===== config.mk =====
export PLATFORM = sky130hd
export DESIGN_NAME = alu_wb_buffer_flat
export DESIGN_NICKNAME = d
export VERILOG_FILES = /design/src/rtl/alu_wb_if.sv /design/src/rtl/alu_wb_buffer.sv /design/src/flat_wrapper.sv
export SDC_FILE = /design/constraint.sdc
export NUM_CORES = 1
export LEC_CHECK = 0
export ABC_AREA = 1
export CAP_MARGIN = 20
export CELL_PAD_IN_SITES_DETAIL_PLACEMENT = 0
export CELL_PAD_IN_SITES_GLOBAL_PLACEMENT = 1
export CORE_ASPECT_RATIO = 0.5
export CORE_MARGIN = 1
export CORE_UTILIZATION = 45
export CTS_BUF_LIST = sky130_fd_sc_hd__clkbuf_4
export CTS_CLUSTER_DIAMETER = 80
export CTS_CLUSTER_SIZE = 28
export DETAILED_ROUTE_END_ITERATION = 16
export HOLD_SLACK_MARGIN = 0.15
export PLACE_DENSITY_LB_ADDON = 0.1
export SLEW_MARGIN = 20
export SYNTH_ARGS = -nofsm -noshare
export SYNTH_HDL_FRONTEND = slang
export SYNTH_SLANG_ARGS = --single-unit

===== constraint.sdc =====
create_clock -name clk -period 9.5 [get_ports clk]
set_clock_uncertainty 0.15 [all_clocks]
set_input_delay 1.9 -clock clk [delete_from_list [all_inputs] [get_ports clk]]
set_output_delay 1.9 -clock clk [all_outputs]
set_load 0.05 [all_outputs]

===== src/rtl/alu_wb_if.sv =====
// alu_wb_if: ALU result beat, VRF write port and stall bundle for alu_wb_buffer
interface alu_wb_if #(
    parameter int OP_WIDTH        = 32,
    parameter int PARALLEL_IF_NUM = 4,
    parameter int ADDR_WIDTH      = 9
);
    logic [PARALLEL_IF_NUM*OP_WIDTH-1:0]     alu_res_i;
    logic [PARALLEL_IF_NUM-1:0]              alu_vld_i;
    logic [PARALLEL_IF_NUM-1:0]              alu_mask_vector_i;
    logic [1:0]                              sew_i;
    logic [ADDR_WIDTH-1:0]                   wb_addr_i;
    logic                                    wb_mask_op_i;
    logic                                    wb_last_i;
    logic                                    alu_stall_o;
    logic [PARALLEL_IF_NUM*OP_WIDTH-1:0]     vrf_wdata_o;
    logic [PARALLEL_IF_NUM*(OP_WIDTH/8)-1:0] vrf_wbe_o;
    logic [ADDR_WIDTH-1:0]                   vrf_waddr_o;
    logic                                    vrf_wvld_o;
    logic                                    vrf_wrdy_i;
    modport master (
        output alu_res_i, alu_vld_i, alu_mask_vector_i, sew_i, wb_addr_i, wb_mask_op_i, wb_last_i, vrf_wrdy_i,
        input  alu_stall_o, vrf_wdata_o, vrf_wbe_o, vrf_waddr_o, vrf_wvld_o
    );
    modport slave (
        input  alu_res_i, alu_vld_i, alu_mask_vector_i, sew_i, wb_addr_i, wb_mask_op_i, wb_last_i, vrf_wrdy_i,
        output alu_stall_o, vrf_wdata_o, vrf_wbe_o, vrf_waddr_o, vrf_wvld_o
    );
endinterface


===== src/rtl/alu_wb_buffer.sv =====
// alu_wb_buffer: collects ALU lane results into byte-enabled VRF writes, packs compare bits into mask words
module alu_wb_buffer #(
    parameter int OP_WIDTH        = 32,
    parameter int PARALLEL_IF_NUM = 4,
    parameter int FIFO_DEPTH      = 4,
    parameter int ADDR_WIDTH      = 9
) (
    input logic     clk,
    input logic     rst,
    alu_wb_if.slave bus
);
    localparam int P     = PARALLEL_IF_NUM;
    localparam int BPL   = OP_WIDTH / 8;
    localparam int DW    = P * OP_WIDTH;
    localparam int BW    = P * BPL;
    localparam int BEATS = OP_WIDTH / P;
    localparam int PW    = BEATS > 1 ? $clog2(BEATS) : 1;
    localparam int AW    = FIFO_DEPTH > 1 ? $clog2(FIFO_DEPTH) : 1;
    localparam int CW    = AW + 1;
    localparam logic [PW-1:0] PTR_MAX = PW'(BEATS - 1);
    localparam logic [CW-1:0] FULL    = CW'(FIFO_DEPTH);

    logic [DW-1:0]         mem_data [FIFO_DEPTH];
    logic [BW-1:0]         mem_wbe  [FIFO_DEPTH];
    logic [ADDR_WIDTH-1:0] mem_addr [FIFO_DEPTH];
    logic [AW-1:0]         wr_ptr, rd_ptr;
    logic [CW-1:0]         count;
    logic [PW-1:0]         ptr;
    logic [OP_WIDTH-1:0]   mask_acc, mask_next;
    logic [P-1:0]          bits;
    logic [BPL-1:0]        sew_be;
    logic [DW-1:0]         push_data;
    logic [BW-1:0]         push_wbe;
    logic                  accept, finalize, push, pop;

    assign bus.vrf_wvld_o  = count != '0;
    assign bus.alu_stall_o = count == FULL;
    assign bus.vrf_wdata_o = bus.vrf_wvld_o ? mem_data[rd_ptr] : '0;
    assign bus.vrf_wbe_o   = bus.vrf_wvld_o ? mem_wbe[rd_ptr]  : '0;
    assign bus.vrf_waddr_o = bus.vrf_wvld_o ? mem_addr[rd_ptr] : '0;
    assign pop             = bus.vrf_wvld_o && bus.vrf_wrdy_i;

    always_comb begin
        accept    = (|bus.alu_vld_i) && !bus.alu_stall_o;
        bits      = bus.alu_mask_vector_i & bus.alu_vld_i;
        mask_next = mask_acc | (OP_WIDTH'(bits) << (ptr * P));
        finalize  = accept && bus.wb_mask_op_i && (ptr == PTR_MAX || bus.wb_last_i);
        push      = accept && (!bus.wb_mask_op_i || finalize);
        sew_be    = bus.sew_i == 2'd0 ? BPL'(1) : bus.sew_i == 2'd1 ? BPL'(3) : BPL'(15);
        push_wbe  = '0;
        for (int i = 0; i < P; i++)
            push_wbe[i*BPL +: BPL] = bus.alu_vld_i[i] ? sew_be : '0;
        push_data = bus.wb_mask_op_i ? DW'(mask_next) : bus.alu_res_i;
        push_wbe  = bus.wb_mask_op_i ? BW'({BPL{1'b1}}) : push_wbe;
    end

    // storage carries no reset; heads are gated by vrf_wvld_o so stale contents never show
    always_ff @(posedge clk) begin
        if (push) begin
            mem_data[wr_ptr] <= push_data;
            mem_wbe[wr_ptr]  <= push_wbe;
            mem_addr[wr_ptr] <= bus.wb_addr_i;
        end
    end

    always_ff @(posedge clk or posedge rst) begin
        if (rst) begin
            wr_ptr   <= '0;
            rd_ptr   <= '0;
            count    <= '0;
            ptr      <= '0;
            mask_acc <= '0;
        end else begin
            if (push) wr_ptr <= wr_ptr + 1'b1;
            if (pop) rd_ptr <= rd_ptr + 1'b1;
            count <= count + CW'(push) - CW'(pop);
            if (accept && bus.wb_mask_op_i) begin
                mask_acc <= finalize ? '0 : mask_next;
                ptr      <= finalize ? '0 : ptr + 1'b1;
            end
        end
    end
endmodule


===== src/flat_wrapper.sv =====
// flat-port wrapper written by rule: the top's interface ports become plain ports
module alu_wb_buffer_flat 
#(
    parameter int OP_WIDTH        = 32,
    parameter int PARALLEL_IF_NUM = 4,
    parameter int FIFO_DEPTH      = 4,
    parameter int ADDR_WIDTH      = 9
)
  (clk, rst, bus_alu_res_i, bus_alu_vld_i, bus_alu_mask_vector_i, bus_sew_i, bus_wb_addr_i, bus_wb_mask_op_i, bus_wb_last_i, bus_vrf_wrdy_i, bus_alu_stall_o, bus_vrf_wdata_o, bus_vrf_wbe_o, bus_vrf_waddr_o, bus_vrf_wvld_o);
  alu_wb_if #(.OP_WIDTH(OP_WIDTH), .PARALLEL_IF_NUM(PARALLEL_IF_NUM), .ADDR_WIDTH(ADDR_WIDTH)) bus_i ();
  input logic clk;
  input logic rst;
  input wire logic [$bits(bus_i.alu_res_i)-1:0] bus_alu_res_i;
  input wire logic [$bits(bus_i.alu_vld_i)-1:0] bus_alu_vld_i;
  input wire logic [$bits(bus_i.alu_mask_vector_i)-1:0] bus_alu_mask_vector_i;
  input wire logic [$bits(bus_i.sew_i)-1:0] bus_sew_i;
  input wire logic [$bits(bus_i.wb_addr_i)-1:0] bus_wb_addr_i;
  input wire logic [$bits(bus_i.wb_mask_op_i)-1:0] bus_wb_mask_op_i;
  input wire logic [$bits(bus_i.wb_last_i)-1:0] bus_wb_last_i;
  input wire logic [$bits(bus_i.vrf_wrdy_i)-1:0] bus_vrf_wrdy_i;
  output wire logic [$bits(bus_i.alu_stall_o)-1:0] bus_alu_stall_o;
  output wire logic [$bits(bus_i.vrf_wdata_o)-1:0] bus_vrf_wdata_o;
  output wire logic [$bits(bus_i.vrf_wbe_o)-1:0] bus_vrf_wbe_o;
  output wire logic [$bits(bus_i.vrf_waddr_o)-1:0] bus_vrf_waddr_o;
  output wire logic [$bits(bus_i.vrf_wvld_o)-1:0] bus_vrf_wvld_o;
  assign bus_i.alu_res_i = bus_alu_res_i;
  assign bus_i.alu_vld_i = bus_alu_vld_i;
  assign bus_i.alu_mask_vector_i = bus_alu_mask_vector_i;
  assign bus_i.sew_i = bus_sew_i;
  assign bus_i.wb_addr_i = bus_wb_addr_i;
  assign bus_i.wb_mask_op_i = bus_wb_mask_op_i;
  assign bus_i.wb_last_i = bus_wb_last_i;
  assign bus_i.vrf_wrdy_i = bus_vrf_wrdy_i;
  assign bus_alu_stall_o = bus_i.alu_stall_o;
  assign bus_vrf_wdata_o = bus_i.vrf_wdata_o;
  assign bus_vrf_wbe_o = bus_i.vrf_wbe_o;
  assign bus_vrf_waddr_o = bus_i.vrf_waddr_o;
  assign bus_vrf_wvld_o = bus_i.vrf_wvld_o;
  alu_wb_buffer #(.OP_WIDTH(OP_WIDTH), .PARALLEL_IF_NUM(PARALLEL_IF_NUM), .FIFO_DEPTH(FIFO_DEPTH), .ADDR_WIDTH(ADDR_WIDTH)) u_core (.clk(clk), .rst(rst), .bus(bus_i));
endmodule

Word level (Yosys, flattened, before mapping)
Memories as Yosys holds them, arrays and structs flattened. Index checks and enable logic that the tools add are counted.

Memory bits (read-only): 0. Output and inout bits: 155. Memory bits (writable): 612. Latch bits: 0. Logic and storage cells: 46. Memories: 3. Bits of input ports: 152. Register bits after elaboration: 42.

Memories: u_core.mem_data (words 4, bits a word 128, read ports 1, clocked after memory_dff 0, wr ports 1, line alu_wb_buffer.sv:23) `logic [DW-1:0] mem_data [FIFO_DEPTH];`; u_core.mem_wbe (words 4, bits a word 16, read ports 1, clocked after memory_dff 0, wr ports 1, line alu_wb_buffer.sv:24) `logic [BW-1:0] mem_wbe [FIFO_DEPTH];`; u_core.mem_addr (words 4, bits a word 9, read ports 1, clocked after memory_dff 0, wr ports 1, line alu_wb_buffer.sv:25) `logic [ADDR_WIDTH-1:0] mem_addr [FIFO_DEPTH];`.

Muxes and demuxes: 15. Multiply operators: 0. Div/mod/pow operators: 0. Bitwise operators: 2. Reductions and logical operators: 12. $add $sub $neg: 5. Eq/ne operators: 3. Shift operators: 1. Order comparisons: 0.

Operators with widths (number): $mux W128 (2); $mux W16 (2); $mux W32 (1); $or A32 B32 Y32 (1); $shl A4 B5 Y32 (1); $mux W4 (6); $mux W9 (1); $eq A3 B3 Y1 const B (2); $logic_and A1 B1 Y1 (5); $add A2 B1 Y2 const B (2); $and A4 B4 Y4 (1); $reduce_or A4 Y1 (1); $add A3 B1 Y3 (1); $add A3 B1 Y3 const B (1); $mux W3 (1); $reduce_bool A3 Y1 (1); $sub A3 B1 Y3 (1); $eq A2 B1 Y1 const B (1); $logic_not A1 Y1 (2); $logic_not A2 Y1 (1); $logic_or A1 B1 Y1 (2); $mux W1 (2).

Logic depth before layout (Yosys ltp)
Depth after elaboration: 9. Gate-level depth with buffers: 9.

Least setup slack after synthesis
No wires, ideal clock.

Path kind: input-to-reg. Start: input port bus_wb_mask_op_i. End: memory u_core.mem_addr[0][0], enable pin. Library setup time: 0.660 ns. Data required time: 8.690 ns. Path slack: 0.076 ns. Data arrival time: 8.613 ns. Cell stages on the path: 4. Cells stage by stage: buf_2 -> inv_1 -> o211ai_1 -> nor2_1.

Cells in the longest elaborated chain, start to end: 6.

RTL lines: start: declaration (line flat_wrapper.sv:18) `input wire logic [$bits(bus_i.wb_mask_op_i)-1:0] bus_wb_mask_op_i;`; $logic_and A1 B1 Y1 (2 in a row) (line alu_wb_buffer.sv:47) `finalize = accept && bus.wb_mask_op_i && (ptr == PTR_MAX || bus.wb_last_i);`; $logic_or A1 B1 Y1 (*) (line alu_wb_buffer.sv:48) `push = accept && (!bus.wb_mask_op_i || finalize);`; $logic_and A1 B1 Y1 (*) (line alu_wb_buffer.sv:48); $mux W1 (*) (line alu_wb_buffer.sv:59) `if (push) begin`; $mux W1 (implied by the code) (*) (line alu_wb_buffer.sv:62) `mem_addr[wr_ptr] <= bus.wb_addr_i;`; end: declaration (line alu_wb_buffer.sv:25).

Every way passes the cells marked *; elsewhere a longest branch is shown, timed or not.

Worst setup path in the final report
Start: register u_core.rd_ptr[0]. End: output port bus_vrf_wdata_o[126].

Cells in the longest elaborated chain, start to end: 2.

RTL lines: start: declaration (line alu_wb_buffer.sv:26) `logic [AW-1:0] wr_ptr, rd_ptr;`; start signal: assignment (line alu_wb_buffer.sv:75) `if (pop) rd_ptr <= rd_ptr + 1'b1;`; $mem_v2 Z4 W128; $mux W128 (line alu_wb_buffer.sv:38) `assign bus.vrf_wdata_o = bus.vrf_wvld_o ? mem_data[rd_ptr] : '0;`; end: declaration (line flat_wrapper.sv:22) `output wire logic [$bits(bus_i.vrf_wdata_o)-1:0] bus_vrf_wdata_o;`.

Every way passes these cells.

==> results.md <==
- FFs w/ async S/R, synth: 0.0658
- Met2 wire len: about 33 mm
- Initial DRC count: roughly 1,200
- Final hold vios: 0
- Critical Path Sink: bus_vrf_wdata_o[126]
- Total grt overflow: 0
- Setup CP Type: reg2out
- Layout cell share with drive strength beyond 1: 0.0270
- Post-synth EDFFs: 596
- CTS Buf Count: 26
- Count leader, synth: nor2_1
- Required @ worst endpoint: 7450 ps
- CP Launch Type: register
- Minimum clock period: 6690 ps
- Post-CTS Setup Inserts: 0
- Met1 Wirelength: about 28 mm
- Area Overhead vs Synth: 14.3%
- RD Place Congestion: around 0.73
- Hold_buf cts: 0
- # port buffers: about 310
- Via count of the routed design: 17,347
- Final TNS setup: 0 ps
- Status: finished clean
- Initial Util: 0.459
- Worst-case reg-to-reg path depth: 8
- Syn nets: 2,544
- Root buf cell: clkbuf_4
- Pre-Repair DR Iteration Count: 5
- Crit path arrival time: 4640 ps
- Total GRT Usage: 0.211
- CTS tree: built
- Die H: around 170 um
- Cell variety after synth: 25
- Antenna Nets Post-Route: 0
- Met3 wire length: approximately 2.3 mm
- Peak Freq: around 150 MHz
- # DRC: 0
- Fraction of the yosys area taken by sequential cells: 0.714
- Max clock buf depth: 3
- Die W: roughly 350 um
- H-Tree Depth: 1
- HP Class: reg2reg
- Hold path start: u_core.mask_acc[2]
- Tcrit/Tclk final: 0.705
- Full die area: 60,000 um^2
- RSZ-0062 raised after global routing: false
- CP endpoint kind: output pin
- Final instance count without filler cells: 3,366
- Cells after DPL: 3,324
- Synth Instances: 2,383
- Sequential Area: ~19,000 um^2
- Max-slew violations: 0
- R2r endpoint: u_core.mem_data[3][83]
- First-pass GRT wire length: 97.6 mm
- Post-cts sizing count: 0
- Max-cap violations: 0
- R2r startpoint: u_core.ptr[1]
- TritonCTS Sinks: approximately 640
- Register bit total from synthesis: around 640
- Fillers: 5,053
- Top cells by area, synth: edfxtp_1 (67%), nor2_1 (11%), dfrtp_1 (4.0%), o21ai_0 (3.8%), a21oi_1 (2.8%)
- Slack of the worst reg-to-reg path: between 5000 and 6000 ps
- Syn avg cell area: ~11 um^2
- Worst skew pair latency: slightly below 900 ps
- Area leader, netlist: edfxtp_1
- Crit-path max FO: 155
- Routed len/inst: between 15 and 20 um
- Vias in the first global route: roughly 17,000
- Pin count of the biggest net entering global routing: 210
- Synth Flop Type: edfxtp_1
- Mapped cell area: ~27,000 um^2
- Share of the synthesized area in the top cell type: 0.674
- Core area: around 58,000 um^2
- Std cell rows: 62
- Max Used Layer: met4
- Slew headroom: 0.234
- Via-to-Cell Ratio: 5.15
- Least-Margin Pin Slew: approximately 1100 ps
- CP startpoint: u_core.rd_ptr[0]
- Most frequent cells after synthesis: nor2_1 (746), edfxtp_1 (596), o21ai_0 (200)
- Post-DP HPWL: ~35 mm
- Ys Warns: 0
- Clock slew at reported path FFs: roughly 270 ps
- Routed WL: around 65 mm
- I/O pins: about 310
- Nets: between 2,000 and 3,000
- Final setup viols: 0
- Antenna violations before repair: 5
- Multi-input logic area: ~6300 um^2
## sequential cells by signal (all words and copies together) (netlist names)
| name | flops |
|---|---|
| u_core.count | 3 |
| u_core.mem_wbe | 48 |
| u_core.rd_ptr | 2 |
| u_core.mask_acc | 32 |
| u_core.mem_addr | 36 |
| u_core.ptr | 3 |
| u_core.wr_ptr | 2 |
| u_core.mem_data | 512 |
## worst max-delay path: stages, from the launching register on
cell	delay, ps
dfrtp_4	920
inv_8	740
buf_4	700
o21ai_0	220
a21oi_1	250
clkdlybuf4s50_1	850
## cell usage in the layout, fill, tap and decap left out
cell type          n
inv_2              1
o21ai_1          100
ha_1               8
buf_6              1
inv_4              2
nor2_1           742
clkdlybuf4s50_1  305
inv_8              1
buf_12             4
clkbuf_4          36
xor2_1             2
xnor2_1            1
nor3_1             6
o211ai_1           1
diode_2            5
a21oi_1          150
a31oi_1           32
fa_1               1
dfrtp_1           40
buf_4             16
clkinv_4           1
o21ai_0          200
nor2_4             5
edfxtp_1         596
inv_1            152
nand3_1           67
dfrtp_4            2
nand2_1          119
clkinv_1           1
clkinv_2           1
## metrics by stage
stage                     worst slack [ps]  hold slack [ps]  instance area (um^2)  utilization
final                                 2810              363                 30300        0.525
after CTS                             2640              368                 30300        0.525
after detailed placement              3660              315                 30000        0.520
after global placement                3720              311                 30000        0.520
after global routing                  2390              390                 30300        0.525
after floorplan                       76.4              299                 26500            -
## kinds of logic (layout without fill, tap and decap cells)
| group | Yosys count | count (layout) | synth area share |
|---|---|---|---|
| other cells | 0 | 5 | 0 |
| flops | 638 | 638 | 0.714 |
| simple gates | 939 | 939 | 0.137 |
| xor+xnor | 3 | 3 | 0.000990 |
| compound gates | 483 | 483 | 0.0927 |
| buf+inv | 311 | 521 | 0.0515 |
| fa+ha+maj | 9 | 9 | 0.00453 |
## metal layers
metal  global-route usage  up-vias
met2                0.381      312
met5                    0        -
li1                     -     8477
met4               0.0439        0
met3               0.0224       65
met1                0.276     8493
## area by class of cell
class | instances | area share
sequential | 638 | 0.625
multi-input combinational | 1434 | 0.206
clock inverter | 1 | 0.000289
inverter | 158 | 0.0200
clock buffer | 36 | 0.00891
tap | 768 | 0.0317
timing repair buffer | 326 | 0.108
antenna | 5 | 0.000412
## worst min path at each step
| stage | end | slack, ps | cells after the start |
|---|---|---|---|
| 6_report | u_core.mask_acc[2] | 360 | 2 |
| 5_1_grt | u_core.mask_acc[6] | 390 | 2 |
| 4_1_cts | u_core.mask_acc[2] | 370 | 2 |
| 3_5_place_dp | u_core.mask_acc[3] | 310 | 2 |
| 3_3_place_gp | u_core.mask_acc[8] | 310 | 2 |
| 2_1_floorplan | u_core.mask_acc[0] | 300 | 2 |
Power is left out: the tool's default activity adds up to more than one toggle a clock period on the data nets, which glitch-free logic cannot reach.
